<file path="src/rtl/riscv_pkg.sv">
// Shared types and constants for the RISC-V front end.
//   XLEN          : datapath width
//   NOP_INST      : canonical NOP (addi x0, x0, 0), used for bubbles and flushed slots
//   fetch_entry_t : {pc, inst} pair held in the instruction buffer
package riscv_pkg;

    localparam int XLEN = 32;
    localparam logic [XLEN-1:0] NOP_INST = 32'h0000_0013;

    typedef struct packed {
        logic [XLEN-1:0] pc;
        logic [XLEN-1:0] inst;
    } fetch_entry_t;

endpackage

</file>
<file path="src/rtl/fetch_fifo.sv">
// Small synchronous FIFO used for the fetch pc queue and the instruction buffer.
// Ports:
//   clk, reset    : clock, asynchronous active-high reset
//   push, din     : write enable and data
//   pop, dout     : read enable and head data (dout valid whenever !empty)
//   clear         : drop all contents; overrides push and pop
//   count         : number of stored entries (0..DEPTH)
//   full, empty   : status flags
// DEPTH must be a power of two >= 2 so the pointers wrap for free.
module fetch_fifo #(
    parameter int WIDTH = 32,
    parameter int DEPTH = 2
) (
    input  logic                   clk,
    input  logic                   reset,
    input  logic                   push,
    input  logic [WIDTH-1:0]       din,
    input  logic                   pop,
    output logic [WIDTH-1:0]       dout,
    input  logic                   clear,
    output logic [$clog2(DEPTH):0] count,
    output logic                   full,
    output logic                   empty
);

    localparam int AW = $clog2(DEPTH);
    localparam int CW = AW + 1;

    logic [WIDTH-1:0] mem [DEPTH];
    logic [AW-1:0]    rd_ptr;
    logic [AW-1:0]    wr_ptr;
    logic             do_push;
    logic             do_pop;

    assign empty   = (count == '0);
    assign full    = (count == CW'(DEPTH));
    assign dout    = mem[rd_ptr];
    assign do_pop  = pop && !empty;
    // A pop in the same cycle frees the slot being written.
    assign do_push = push && (!full || do_pop);

    always_ff @(posedge clk or posedge reset) begin
        if (reset) begin
            rd_ptr <= '0;
            wr_ptr <= '0;
            count  <= '0;
        end else if (clear) begin
            rd_ptr <= '0;
            wr_ptr <= '0;
            count  <= '0;
        end else begin
            if (do_push) wr_ptr <= wr_ptr + 1'b1;
            if (do_pop)  rd_ptr <= rd_ptr + 1'b1;
            count <= count + CW'(do_push) - CW'(do_pop);
        end
    end

    // Storage needs no reset: count/empty gate every read.
    always_ff @(posedge clk) begin
        if (do_push && !clear) mem[wr_ptr] <= din;
    end

    always @(posedge clk) begin
        if (!reset && !clear) begin
            assert (!(push && full && !pop));
            assert (!(pop && empty));
        end
    end

endmodule

</file>
<file path="src/rtl/instruction_fetch.sv">
// IF stage of the 5-stage RISC-V pipeline.
// Owns the fetch PC, issues requests to an in-order variable-latency instruction
// memory, buffers returned words and drives the IF/ID register. Taken branches from
// ID flush the stage; responses to requests issued before the redirect are dropped.
// Ports:
//   clk, reset                  : clock, asynchronous active-high reset
//   imem_req/imem_addr/imem_gnt : request handshake (address held until granted)
//   imem_rvalid/imem_rdata      : in-order response
//   pc_src, pc_branch           : redirect from ID
//   stall                       : hold IF/ID
//   IF_ID_pc/inst/rs1/rs2/valid : IF/ID register (NOP when not valid)
module instruction_fetch
    import riscv_pkg::*;
#(
    parameter logic [31:0] RESET_PC  = 32'h0000_0000,
    parameter int          BUF_DEPTH = 2
) (
    input  logic        clk,
    input  logic        reset,
    output logic        imem_req,
    output logic [31:0] imem_addr,
    input  logic        imem_gnt,
    input  logic        imem_rvalid,
    input  logic [31:0] imem_rdata,
    input  logic        pc_src,
    input  logic [31:0] pc_branch,
    input  logic        stall,
    output logic [31:0] IF_ID_pc,
    output logic [31:0] IF_ID_inst,
    output logic [4:0]  IF_ID_rs1,
    output logic [4:0]  IF_ID_rs2,
    output logic        IF_ID_valid
);

    localparam int CW = $clog2(BUF_DEPTH) + 1;

    logic [31:0]   fetch_pc;
    logic [CW-1:0] outstanding;
    logic [CW-1:0] drop_cnt;

    logic          grant;
    logic          redirect;
    logic          resp_live;
    logic          resp_drop;
    logic          bypass;

    logic          pcq_push, pcq_pop, pcq_full, pcq_empty;
    logic [31:0]   pcq_head;
    logic [CW-1:0] pcq_count;

    logic          buf_push, buf_pop, buf_full, buf_empty;
    fetch_entry_t  buf_in, buf_head;
    logic [CW-1:0] buf_count;

    // A request needs a buffer slot reserved for its response, so buffered
    // words and in-flight requests together never exceed BUF_DEPTH.
    assign imem_req  = !reset && !pc_src && (drop_cnt == '0)
                       && ((outstanding + buf_count) < CW'(BUF_DEPTH));
    assign imem_addr = fetch_pc;
    assign grant     = imem_req && imem_gnt;

    assign redirect  = pc_src && !stall;
    assign resp_drop = imem_rvalid && (drop_cnt != '0);
    assign resp_live = imem_rvalid && (drop_cnt == '0);

    // An empty buffer lets a live response go straight into IF/ID.
    assign bypass    = !stall && !redirect && buf_empty && resp_live;
    assign buf_pop   = !stall && !redirect && !buf_empty;
    assign buf_push  = resp_live && !redirect && !bypass;
    assign buf_in    = '{pc: pcq_head, inst: imem_rdata};

    assign pcq_push  = grant;
    assign pcq_pop   = resp_live && !redirect && !pcq_empty;

    fetch_fifo #(.WIDTH(32), .DEPTH(BUF_DEPTH)) u_pc_queue (
        .clk   (clk),
        .reset (reset),
        .push  (pcq_push),
        .din   (fetch_pc),
        .pop   (pcq_pop),
        .dout  (pcq_head),
        .clear (redirect),
        .count (pcq_count),
        .full  (pcq_full),
        .empty (pcq_empty)
    );

    fetch_fifo #(.WIDTH($bits(fetch_entry_t)), .DEPTH(BUF_DEPTH)) u_inst_buf (
        .clk   (clk),
        .reset (reset),
        .push  (buf_push),
        .din   (buf_in),
        .pop   (buf_pop),
        .dout  (buf_head),
        .clear (redirect),
        .count (buf_count),
        .full  (buf_full),
        .empty (buf_empty)
    );

    always_ff @(posedge clk or posedge reset) begin
        if (reset) begin
            fetch_pc    <= RESET_PC;
            outstanding <= '0;
            drop_cnt    <= '0;
        end else begin
            outstanding <= outstanding + CW'(grant) - CW'(imem_rvalid);
            if (redirect) begin
                fetch_pc <= pc_branch;
                // Everything still in flight is stale; a response arriving now
                // is discarded on the spot, so it is not counted again.
                drop_cnt <= outstanding - CW'(imem_rvalid);
            end else begin
                if (grant)     fetch_pc <= fetch_pc + 32'd4;
                if (resp_drop) drop_cnt <= drop_cnt - 1'b1;
            end
        end
    end

    always_ff @(posedge clk or posedge reset) begin
        if (reset) begin
            IF_ID_pc    <= '0;
            IF_ID_inst  <= NOP_INST;
            IF_ID_rs1   <= '0;
            IF_ID_rs2   <= '0;
            IF_ID_valid <= 1'b0;
        end else if (!stall) begin
            if (redirect) begin
                IF_ID_pc    <= pc_branch;
                IF_ID_inst  <= NOP_INST;
                IF_ID_rs1   <= '0;
                IF_ID_rs2   <= '0;
                IF_ID_valid <= 1'b0;
            end else if (buf_pop) begin
                IF_ID_pc    <= buf_head.pc;
                IF_ID_inst  <= buf_head.inst;
                IF_ID_rs1   <= buf_head.inst[19:15];
                IF_ID_rs2   <= buf_head.inst[24:20];
                IF_ID_valid <= 1'b1;
            end else if (bypass) begin
                IF_ID_pc    <= pcq_head;
                IF_ID_inst  <= imem_rdata;
                IF_ID_rs1   <= imem_rdata[19:15];
                IF_ID_rs2   <= imem_rdata[24:20];
                IF_ID_valid <= 1'b1;
            end else begin
                IF_ID_inst  <= NOP_INST;
                IF_ID_rs1   <= '0;
                IF_ID_rs2   <= '0;
                IF_ID_valid <= 1'b0;
            end
        end
    end

    always @(posedge clk) begin
        if (!reset) begin
            assert (32'(pcq_count) + 32'(drop_cnt) == 32'(outstanding));
            assert (!(grant && pcq_full));
            assert (!(buf_push && buf_full && !buf_pop));
            assert (!(resp_live && pcq_empty));
        end
    end

endmodule

</file>
<file path="config.mk">
export PLATFORM = sky130hd
export DESIGN_NAME = instruction_fetch
export DESIGN_NICKNAME = d
export VERILOG_FILES = /design/src/rtl/riscv_pkg.sv /design/src/rtl/fetch_fifo.sv /design/src/rtl/instruction_fetch.sv
export SDC_FILE = /design/constraint.sdc
export NUM_CORES = 1
export LEC_CHECK = 0
export CAP_MARGIN = 20
export CORE_MARGIN = 2
export CORE_UTILIZATION = 49
export CTS_CLUSTER_SIZE = 8
export DETAILED_ROUTE_END_ITERATION = 8
export GPL_TIMING_DRIVEN = 1
export PLACE_DENSITY = 0.76
export RECOVER_POWER = 25
export REMOVE_ABC_BUFFERS = 1
export SYNTH_ARGS = -nofsm -noshare
export SYNTH_HDL_FRONTEND = slang
export SYNTH_SLANG_ARGS = --single-unit
</file>
<file path="constraint.sdc">
create_clock -name clk -period 4.6 [get_ports clk]
set_clock_uncertainty 0.15 [all_clocks]
set_input_delay 1.38 -clock clk [delete_from_list [all_inputs] [get_ports clk]]
set_output_delay 1.38 -clock clk [all_outputs]
set_load 0.02 [all_outputs]
</file>
After elaboration in Yosys (flattened, before gate mapping)
Memories as Yosys holds them, arrays and structs flattened.
Index checks and enable logic that the tools add are counted.
{"block": "classes", "n_shift": 0, "eq_ne": 2, "n_mux": 33, "n_addsub": 14, "reduce_logical": 43, "bitwise": 1, "n_lt_le_gt_ge": 1, "multipliers": 0, "n_div": 0}
{"op": "$mux W32", "n": 8}
{"op": "$add A32 B3 Y32 const B", "n": 1}
{"op": "$mux W5", "n": 6}
{"op": "$logic_and A1 B1 Y1", "n": 20}
{"op": "$mux W1", "n": 15}
{"op": "$reduce_bool A2 Y1", "n": 7}
{"op": "$logic_not A1 Y1", "n": 9}
{"op": "$mux W2", "n": 4}
{"op": "$sub A2 B1 Y2", "n": 4}
{"op": "$add A2 B1 Y2", "n": 3}
{"op": "$logic_not A2 Y1", "n": 3}
{"op": "$add A1 B1 Y1 const B", "n": 4}
{"op": "$eq A2 B2 Y1 const B", "n": 2}
{"op": "$reduce_bool A3 Y1", "n": 1}
{"op": "$add A2 B2 Y2", "n": 1}
{"op": "$logic_or A1 B1 Y1", "n": 2}
{"op": "$lt A2 B2 Y1 const B", "n": 1}
{"op": "$reduce_and A2 Y1", "n": 1}
{"op": "$sub A2 B1 Y2 const B", "n": 1}
{"op": "$not A1 Y1", "n": 1}
{"block": "totals", "regBits": 119, "latchBits": 0, "mem_count": 2, "input_bits": 70, "mem_bits_ro": 0, "output_inout_bits": 108, "wordCells": 110, "mem_bits_rw": 192}
{"name": "u_inst_buf.mem", "depth": 2, "word_bits": 64, "read_ports": 1, "rd_ports_with_merged_regs": 0, "wr": 1, "line": "fetch_fifo.sv:29", "rtl": "logic [WIDTH-1:0] mem [DEPTH];"}
{"name": "u_pc_queue.mem", "depth": 2, "word_bits": 32, "read_ports": 1, "rd_ports_with_merged_regs": 0, "wr": 1, "line": "fetch_fifo.sv:29"}

Longest topological paths before layout
Gate-level depths: netlist of the first run.
{"block": "depth", "ltp_word": 12, "depth_mapped": 11, "mapped_depth_nobuf": 10}

Modules after synthesis
From an unflattened synthesis of the first run, not the netlist that was laid out.
{"block": "hier_totals", "cells_unflattened": 919, "area_unflattened_um2": 12726.0}
{"module": "instruction_fetch", "area_each_um2": 5253.8, "cells_each": 560, "n_inst": 1, "seq_area_each_um2": 2531.2}
{"module": "fetch_fifo at u_inst_buf", "area_each_um2": 4906.0, "cells_each": 229, "n_inst": 1, "seq_area_each_um2": 3943.8}
{"module": "fetch_fifo at u_pc_queue", "area_each_um2": 2566.2, "cells_each": 130, "n_inst": 1, "seq_area_each_um2": 2021.9}

Worst setup path before layout of the first run
Ideal clock, no wire load.
{"block": "synth_path", "path_kind": "input to register", "startpoint": "input port stall", "endpoint": "memory u_inst_buf.mem[0][0] (netlist name) (enable)", "path_stages": 5, "path_buffers": 1, "required_ns": 3.955, "arrival_time_ns": 5.065, "slack_ns": -1.110, "setup_time_ns": 0.495, "cell_sequence": "clkbuf_1 -> nor2_1 -> nand2_1 -> a21oi_1 -> nor2b_1"}
{"block": "synth_between", "elab_chain_cells": 12, "elab_cells_between_ends": 16, "classes_between": "2 x mux; 14 x reduce/logical"}
{"item": "start, declared", "line": "instruction_fetch.sv:27", "rtl": "input logic stall,"}
{"item": "$logic_not A1 Y1 *"}
{"item": "$logic_and A1 B1 Y1", "line": "instruction_fetch.sv:62", "rtl": "assign redirect = pc_src && !stall;"}
{"item": "$logic_not A1 Y1"}
{"item": "$logic_and A1 B1 Y1", "line": "instruction_fetch.sv:67, instruction_fetch.sv:68"}
{"item": "$logic_and A1 B1 Y1 (2 in series)", "line": "instruction_fetch.sv:67", "rtl": "assign bypass = !stall && !redirect && buf_empty && resp_live;"}
{"item": "$logic_not A1 Y1", "line": "instruction_fetch.sv:69", "rtl": "assign buf_push = resp_live && !redirect && !bypass;"}
{"item": "$logic_and A1 B1 Y1", "line": "instruction_fetch.sv:69"}
{"item": "$logic_and A1 B1 Y1", "line": "fetch_fifo.sv:40", "rtl": "assign do_push = push && (!full || do_pop);"}
{"item": "$logic_and A1 B1 Y1 *", "line": "fetch_fifo.sv:60", "rtl": "if (do_push && !clear) mem[wr_ptr] <= din;"}
{"item": "$mux W1 *", "line": "fetch_fifo.sv:60"}
{"item": "$mux W1 (not written as such) *", "line": "fetch_fifo.sv:60"}
{"item": "end, declared", "line": "fetch_fifo.sv:29"}
Every way passes the cells marked *; elsewhere a longest branch is shown, timed or not.

Final worst setup path of the first run
{"block": "layout_path", "startpoint": "input port reset", "endpoint": "output port imem_req"}
{"block": "layout_between", "elab_chain_cells": 4}
{"item": "start, declared", "line": "instruction_fetch.sv:19", "rtl": "input logic reset,"}
{"item": "$logic_not A1 Y1 (no source line)"}
{"item": "$logic_and A1 B1 Y1 (2 in series)", "line": "instruction_fetch.sv:57", "rtl": "assign imem_req = !reset && !pc_src && (drop_cnt == '0)"}
{"item": "$logic_and A1 B1 Y1", "line": "instruction_fetch.sv:58", "rtl": "&& ((outstanding + buf_count) < CW'(BUF_DEPTH));"}
{"item": "end, declared", "line": "instruction_fetch.sv:20", "rtl": "output logic imem_req,"}
No other way between the ends.

==> results of run 1 <==
==> worst paths after layout <==
check                              from                 to  slack [ns]  depth (start not counted)
min in group asynchronous         reset      imem_addr[11]        1.72                          3
hold reg to reg            IF_ID_pc[26]       IF_ID_pc[26]        0.32                          2
setup reg to reg            drop_cnt[0]      imem_addr[29]        1.80                          8
max in group asynchronous         reset  u_inst_buf.rd_ptr        1.48                          4
hold / removal             IF_ID_pc[26]       IF_ID_pc[26]        0.32                          2
setup / recovery                  reset           imem_req        0.19                          4
==> flip-flops by register name, summed over array words and instances, names as in the netlist, 2 cells and up <==
register,count
outstanding,2
u_pc_queue.count,2
IF_ID_pc,32
u_inst_buf.count,2
u_pc_queue.mem,64
imem_addr,32
drop_cnt,2
u_inst_buf.mem,128
IF_ID_inst,32
==> cells in the final DEF (no fill, tap or decap), types with 3 or more instances in the layout <==
cell type	instances
edfxtp_1	192
clkdlybuf4s50_1	143
dfrtp_1	105
mux2i_1	67
o21ai_0	65
nor2_1	53
nand2_1	52
clkbuf_16	44
mux2_2	39
nand3_1	38
dlygate4sd3_1	33
clkbuf_1	30
a221o_1	29
a21oi_1	28
buf_4	26
inv_1	23
a211oi_1	20
xnor2_1	16
mux2_1	14
nor3_1	9
nand4_1	9
a31oi_1	9
o211ai_1	8
or4_1	8
ha_1	8
and2_1	7
xor2_1	6
or3_1	6
o31ai_1	5
nor4_1	5
and4_1	4
buf_12	4
dfstp_2	3
and3_1	3
a2bb2oi_1	3
==> stage by stage <==
| step | TNS, ns | instance area [um2] | instances |
|---|---|---|---|
| final | 0 | 16100 | 1478 |
| after global placement | -0.109 | 14900 | 1400 |
| after global routing | 0 | 16100 | 1477 |
| after detailed placement | -0.0687 | 14900 | 1400 |
| after floorplan | -259.54 | 12400 | 862 |
| after CTS | 0 | 16100 | 1477 |
==> final cells by class <==
cell class,count,area share
Timing Repair Buffer,208,0.127
Clock inverter,2,0.00155
Tap cell,330,0.0256
Antenna cell,1,0.000155
Clock buffer,75,0.0761
Inverter,24,0.00566
Multi-Input combinational cell,537,0.237
Sequential cell,301,0.527
==> cell families after synthesis <==
| group | after synthesis | share of synthesized area |
|---|---|---|
| xor gates and xnor gates | 23 | 0.0165 |
| buffers and inverters | 88 | 0.0295 |
| and+or+nand+nor | 211 | 0.0827 |
| AOI/OAI and AO/OA | 175 | 0.0914 |
| muxes | 120 | 0.100 |
| DFF | 301 | 0.672 |
| adders and majority gates | 8 | 0.00791 |
==> critical path: stages <==
cell and delay, ns:
dlygate4sd3_1 0.56, or3b_1 0.38, nor2_1 0.19, dlygate4sd2_1 0.36
==> routing by layer <==
layer | global-route usage | vias up
li1 | - | 3871
met1 | 0.317 | 4218
met2 | 0.363 | 357
met3 | 0.0497 | 50
met4 | 0.0577 | 0
met5 | 0 | -
==> where the power goes <==
part | internal [mW] | switching (mW)
clock network | 1.79 | 1.11
registers | 3.34 | 0.359
logic | 1.09 | 1.25
total | 6.22 | 2.72
==> repair_timing <==
item                                   4_1_cts  5_1_grt
endpoints found under the hold margin        0        0
gates resized for setup                      1        0
setup endpoints to repair                    1        0
==> flow_summary.toml, run 1 <==
[critical_path]
crit_fanout = 2
worstPathRequired_ns = 3.07
cp-end-kind = "primary output"
start_kind = "input pin"
arrival_ns = 2.88
critPathKind = "in -> out"

[cts]
cts_hold_buf = 0
clock_latency_ns = 0.53
clkTransAtPathRegs_ns = 0.05
cts_tree = "yes"
clock_path_buffers = 3
postCtsSetupBuffers = 0
cts_inserted_buffers = 43
htreeDepth = 2
cts-root-buf = "clkbuf_16"
cts.sinks = 301

[placed_design]
port_buffers = 177
gp_congestion = 0.790
post-dp-hpwl_um = 19500
post-place-ws_ns = -0.0687

[sta]
setup_viol = 0
layout_min_cycle_time_ns = 4.41
fmax_ghz = 0.227
finalHoldViolCount = 0
slew_headroom = -0.134
hold_ws_ns = 0.325
period_share = 0.958
worstMarginPinSlew_ns = 1.69
rsz0062_at_grt = "no"
report.final.slew_viol_count = 34
timing.final.ws_setup_ns = 0.191

[final_layout]
areaGrowthSynthToFinish_pct = 27.6
drive_gt1_frac = 0.117
fin_util = 0.639
multi_input_area_mm2 = 0.00382
nFillCells = 1904
regArea_mm2 = 0.00850
nets = 1193

[routing]
vias = 8496
drtAntennaViolNets = 0
wirelength_um = 30600
via_per_inst = 5.75
drtPass1Iterations = 5
drc_errors = 0
wl_met3_um = 2380
avgRoutedWirePerCell_um = 20.7
dr_wl_met2_um = 14300
drtIter0Drc = 839
wl_met1_um = 13300
dr.max_layer_used = "met4"

[floorplanning]
start_util = 0.501
die_w_um = 165
io_pins = 178
dieHeight_um = 165
row_count = 58
die_area_mm2 = 0.0271
core_mm2 = 0.0253

[yosys]
ys_ff_latch = 301
synth_top_flop_cell = "edfxtp_1"
ys_seq_area_frac = 0.672
synthCells = 926
ys_types = 51
yosysWarnings = 0
ys_async_sr_fraction = 0.362
avgSynthCellArea_um2 = 13.7
ys_top_cells_by_area = "edfxtp_1, dfrtp_1, mux2i_1, mux2_2, o21ai_0"
synth_edf_count = 192
yosysTopAreaCell = "edfxtp_1"
synth_most_common_cell = "edfxtp_1"
netlist_area_mm2 = 0.0126
ys_top_cells_by_count = "edfxtp_1, dfrtp_1, mux2i_1"
synth_top_area_share = 0.456

[global_routing]
antenna_found_initial = 1
grt_pass1_wl_um = 47400
grt_max_degree = 77
grtUsageTotal = 0.227
overflow = 0
grt_pass1_vias = 8482

[outcome]
status = "finished with violations"
violations = "max-capacitance violations, max-slew violations"

[job]
cap_violations = 1

[power_and_ir_drop]
finalPower_mw = 8.94
ir_worst_vdd_mv = 0.372
leakagePower_nw = 5.86
power_density_mw_per_mm2 = 554

[hold_path]
hold_class = "reg -> reg"
Power figures use the tool's default switching activity.
==> run 2, diff against run 1 <==
--- a/config.mk
+++ b/config.mk
@@ -11,7 +11,7 @@
 export CTS_CLUSTER_SIZE = 8
 export DETAILED_ROUTE_END_ITERATION = 8
 export GPL_TIMING_DRIVEN = 1
-export PLACE_DENSITY = 0.76
+export PLACE_DENSITY = 0.83
 export RECOVER_POWER = 25
 export REMOVE_ABC_BUFFERS = 1
 export SYNTH_ARGS = -nofsm -noshare
==> flow_summary.toml, run 2 (synthesized netlist as in run 1, its figures left out) <==
[placed_design]
post-dp-hpwl_um = 20100
port_buffers = 177
placed_cells = 1400
gp_congestion = 0.830

[sta]
slew_headroom = 0.337
finalHoldViolCount = 0
layout_min_cycle_time_ns = 4.45
period_share = 0.966
report.final.slew_viol_count = 0
setup_viol = 0
rsz0062_at_grt = "no"
fmax_ghz = 0.225
worstMarginPinSlew_ns = 0.995
hold_ws_ns = 0.324

[cts]
postCtsSetupBuffers = 0
cts-root-buf = "clkbuf_16"
cts_inserted_buffers = 43
htreeDepth = 2
clock_latency_ns = 0.53
cts.sinks = 301
clock_path_buffers = 3
cts_tree = "yes"
clkTransAtPathRegs_ns = 0.05

[power_and_ir_drop]
leakagePower_nw = 5.87
power_density_mw_per_mm2 = 559
p_sw_mw = 2.76
p_comb_frac = 0.262
swShare = 0.306
p_int_mw = 6.25
ir_worst_vdd_mv = 0.335
pwr-share-clk = 0.328
seq_power_share = 0.410

[final_layout]
nFillCells = 1843
drive_gt1_frac = 0.107
final_common_cell = "edfxtp_1"
nets = 1193
regArea_mm2 = 0.00850
n_antenna_cell = 0
mostFrequentLayoutCells = "edfxtp_1, clkdlybuf4s50_1, dfrtp_1"
top_regs = "u_inst_buf.mem: 128 flops, u_pc_queue.mem: 64 flops"
final_cells = 1480
areaGrowthSynthToFinish_pct = 27.5
multi_input_area_mm2 = 0.00382
regMostFlops = "u_inst_buf.mem"
largest_register_ffs = 128

[routing]
wirelength_um = 31600
vias = 8665
avgRoutedWirePerCell_um = 21.4
drtIter0Drc = 1060
drtPass1Iterations = 5
via_per_inst = 5.85
drtAntennaViolNets = 0
drc_errors = 0

[floorplanning]
row_count = 58
die_area_mm2 = 0.0271
dieHeight_um = 165
die_w_um = 165
start_util = 0.501
core_mm2 = 0.0253
io_pins = 178

[outcome]
status = "finished clean"

[global_routing]
grt_pass1_wl_um = 49300
grt_pass1_vias = 8868
antenna_found_initial = 0
grt_max_degree = 60
grtUsageTotal = 0.235
overflow = 0

[critical_path]
cp-end-kind = "primary output"
critPathKind = "in -> out"
crit_fanout = 3
start_kind = "input pin"
worstPathRequired_ns = 3.07
arrival_ns = 2.92

[hold_path]
hold_class = "reg -> reg"

[job]
cap_violations = 0
==> run 2: cell count changes in the layout (fill, tap and decap cells not counted), sizes merged <==
cell	change
clkbuf	+3
clkinvlp	-1
diode	-1
inv	+1
==> run 2: area by class of cell <==
cell class,count,area share
clock buffers,78,0.0775
clock inverters,2,0.00155
inverters,24,0.00574
multi-input cells,537,0.237
flip-flops and latches,301,0.527
well taps,330,0.0256
repair buffers,208,0.126
==> run 2: per-stage QoR <==
step | area (um2) | worst slack (ns) | power, mW | util | setup TNS (ns)
final | 16100 | 0.154 | 9.01 | 0.639 | 0
after global routing | 16100 | 0.111 | 9.38 | 0.639 | 0
after CTS | 16100 | 0.226 | 9.07 | 0.639 | 0
after detailed placement | 14900 | -0.0375 | 6.09 | 0.588 | -0.0375
after global placement | 14900 | -0.0649 | 6.01 | 0.588 | -0.0649
after floorplan | 12400 | -2.59 | 5.03 | - | -259.54
==> run 2: worst paths after layout <==
path                                         from       endpoint  slack [ns]  depth (start not counted)
worst min-delay path                 IF_ID_pc[29]   IF_ID_pc[29]        0.32                          2
worst max register to register  u_pc_queue.rd_ptr   IF_ID_pc[10]        1.61                          5
min in group asynchronous                   reset   IF_ID_pc[12]        1.41                          2
worst max-delay path                        reset       imem_req        0.15                          4
worst min register to register       IF_ID_pc[29]   IF_ID_pc[29]        0.32                          2
max in group asynchronous                   reset  IF_ID_inst[2]        2.06                          3
==> run 2: metal layers <==
layer | routed length [um] | vias up | track usage | part of all wire
met1 | 13000 | 4262 | 0.318 | 0.41
li1 | - | 3872 | - | -
met2 | 15100 | 485 | 0.390 | 0.48
met5 | 0 | - | 0 | 0
met3 | 3050 | 46 | 0.0500 | 0.096
met4 | 497 | 0 | 0.0613 | 0.016
==> run 2: critical path, stage by stage <==
cell and delay, ns:
dlygate4sd3_1 0.62, or3b_1 0.40, nor2_1 0.15, dlygate4sd2_1 0.35
==> run 2: power groups by stage <==
stage | combinational [mW] | sequential, mW | clock [mW]
4_1_cts | 2.38 | 3.69 | 3.00
5_1_grt | 2.54 | 3.75 | 3.10
3_5_place_dp | 2.36 | 3.73 | 0
6_report | 2.36 | 3.69 | 2.96
2_1_floorplan | 0.978 | 4.06 | 0
3_3_place_gp | 2.30 | 3.71 | 0
==> run 2: what timing repair did <==
item / 4_1_cts / 5_1_grt
gates resized for setup: 1 / 0
hold buffers: 0 / 0
setup endpoints to repair: 1 / 0
==> run 3, diff against run 2 <==
--- a/config.mk
+++ b/config.mk
@@ -6,12 +6,12 @@
 export NUM_CORES = 1
 export LEC_CHECK = 0
 export CAP_MARGIN = 20
-export CORE_MARGIN = 2
+export CORE_MARGIN = 5
 export CORE_UTILIZATION = 49
 export CTS_CLUSTER_SIZE = 8
 export DETAILED_ROUTE_END_ITERATION = 8
 export GPL_TIMING_DRIVEN = 1
-export PLACE_DENSITY = 0.83
+export PLACE_DENSITY = 0.76
 export RECOVER_POWER = 25
 export REMOVE_ABC_BUFFERS = 1
 export SYNTH_ARGS = -nofsm -noshare
==> flow_summary.toml, run 3 (synthesized netlist as in run 1, its figures left out) <==
[outcome]
status = "finished with violations"
violations = "max-capacitance violations, max-slew violations"

[routing]
vias = 8394
drtIter0Drc = 745
wirelength_um = 30400
avgRoutedWirePerCell_um = 20.6
via_per_inst = 5.67
drtPass1Iterations = 5
drc_errors = 0
drtAntennaViolNets = 0

[critical_path]
arrival_ns = 2.97
cp-end-kind = "primary output"
start_kind = "input pin"
crit_fanout = 2
worst_path_max_delay_cell = "clkdlybuf4s50_1"
critPathKind = "in -> out"
crit_chain = "clkdlybuf4s50_1 -> or3b_1 -> nor2_1 -> dlygate4sd2_1"
cp_top_family = "buffers and inverters"
reg2reg_from = "drop_cnt[0]"
startpoint = "pc_src"
cp_num_buf_inv = 2
max_stage_delay_ns = 0.53
worstPathRequired_ns = 3.07

[final_layout]
final_common_cell = "edfxtp_1"
final_cells = 1480
regArea_mm2 = 0.00850
areaGrowthSynthToFinish_pct = 27.7
nFillCells = 1879
top_regs = "u_inst_buf.mem: 128 flops, u_pc_queue.mem: 64 flops"
largest_register_ffs = 128
multi_input_area_mm2 = 0.00382
regMostFlops = "u_inst_buf.mem"
n_antenna_cell = 0
nets = 1193
drive_gt1_frac = 0.111
fin_util = 0.638
mostFrequentLayoutCells = "edfxtp_1, clkdlybuf4s50_1, dfrtp_1"

[cts]
cts_tree = "yes"
cts.sinks = 301
htreeDepth = 2
clkTransAtPathRegs_ns = 0.05
clock_path_buffers = 3
cts_inserted_buffers = 43
cts-root-buf = "clkbuf_16"
cts_hold_buf = 0
clock_latency_ns = 0.53
postCtsSetupBuffers = 0

[global_routing]
grt_pass1_vias = 8657
overflow = 0
grt_max_degree = 53
grt_pass1_wl_um = 48100
antenna_found_initial = 0
grtUsageTotal = 0.208

[placed_design]
placed_cells = 1400
port_buffers = 177
gp_congestion = 0.846
post-place-ws_ns = -0.127
post-dp-hpwl_um = 20100

[sta]
slew_headroom = -0.474
finalSetupTns_ns = 0
timing.final.ws_setup_ns = 0.103
period_share = 0.978
fmax_ghz = 0.222
report.final.slew_viol_count = 42
worstMarginPinSlew_ns = 2.20
setup_viol = 0
finalHoldViolCount = 0
rsz0062_at_grt = "no"
layout_min_cycle_time_ns = 4.50

[hold_path]
hp-start = "IF_ID_pc[29]"
hold_class = "reg -> reg"

[job]
cap_violations = 1

[floorplanning]
core_mm2 = 0.0253
dieHeight_um = 171
io_pins = 178
die_w_um = 171
start_util = 0.499
die_area_mm2 = 0.0291
row_count = 58

[power_and_ir_drop]
ir_worst_vdd_mv = 0.338
leakagePower_nw = 5.87
power_density_mw_per_mm2 = 552
run 3: cell count changes in the layout (fill, tap and decap cells not counted):
cell,delta
clkinv_8,+2
clkbuf_1,-1
clkinvlp_2,+1
mux2_2,+4
clkdlybuf4s50_1,+1
buf_4,-2
mux2_1,-4
clkbuf_16,-2
inv_4,-1
buf_12,+3
dlygate4sd3_1,-1
run 3: final timing paths:
check,depth (start not counted),slack [ns],end
max,4,0.10,imem_req
min,2,0.33,IF_ID_pc[29]
max reg2reg,8,1.79,imem_addr[28]
min reg2reg,2,0.33,IF_ID_pc[29]
max in group asynchronous,3,1.40,IF_ID_inst[4]
min in group asynchronous,2,1.77,IF_ID_pc[6]
run 3: metrics by stage:
stage | instance area (um2) | total power [mW] | hold slack [ns]
2_1_floorplan | 12400 | 5.03 | 0.310
3_3_place_gp | 14900 | 6.05 | 0.312
6_report | 16200 | 8.91 | 0.331
5_1_grt | 16200 | 9.32 | 0.355
4_1_cts | 16200 | 9.00 | 0.335
3_5_place_dp | 14900 | 6.11 | 0.324
run 3: power by group:
part	internal (mW)	switching [mW]	leakage (nW)
sequential	3.34	0.363	3.07
combinational	1.10	1.25	2.20
clock	1.76	1.10	0.596
total	6.20	2.71	5.87
run 3: tightest hold or removal path, stage by stage (launching register included):
cell,delay (ns)
dfrtp_1,0.34
nand2_1,0.05
o21ai_0,0.06
run 3: layout make-up:
type | count | share of cell area
repair buffers | 208 | 0.128
multi-input cells | 537 | 0.237
clock inverters | 4 | 0.00356
inverters | 24 | 0.00565
well taps | 330 | 0.0256
clock buffers | 76 | 0.0743
flip-flops and latches | 301 | 0.526
run 3: what timing repair did:
item / 4_1_cts / 5_1_grt
gates resized for setup: 1 / 0
endpoints found under the setup margin: 1 / 0
endpoints found under the hold margin: 0 / 0
run 3: per-layer routing:
metal	track usage	routed length, um	vias up
li1	-	-	3878
met1	0.292	13200	4181
met2	0.338	14500	305
met3	0.0485	2380	30
met4	0.0438	384	0
met5	0	0	-
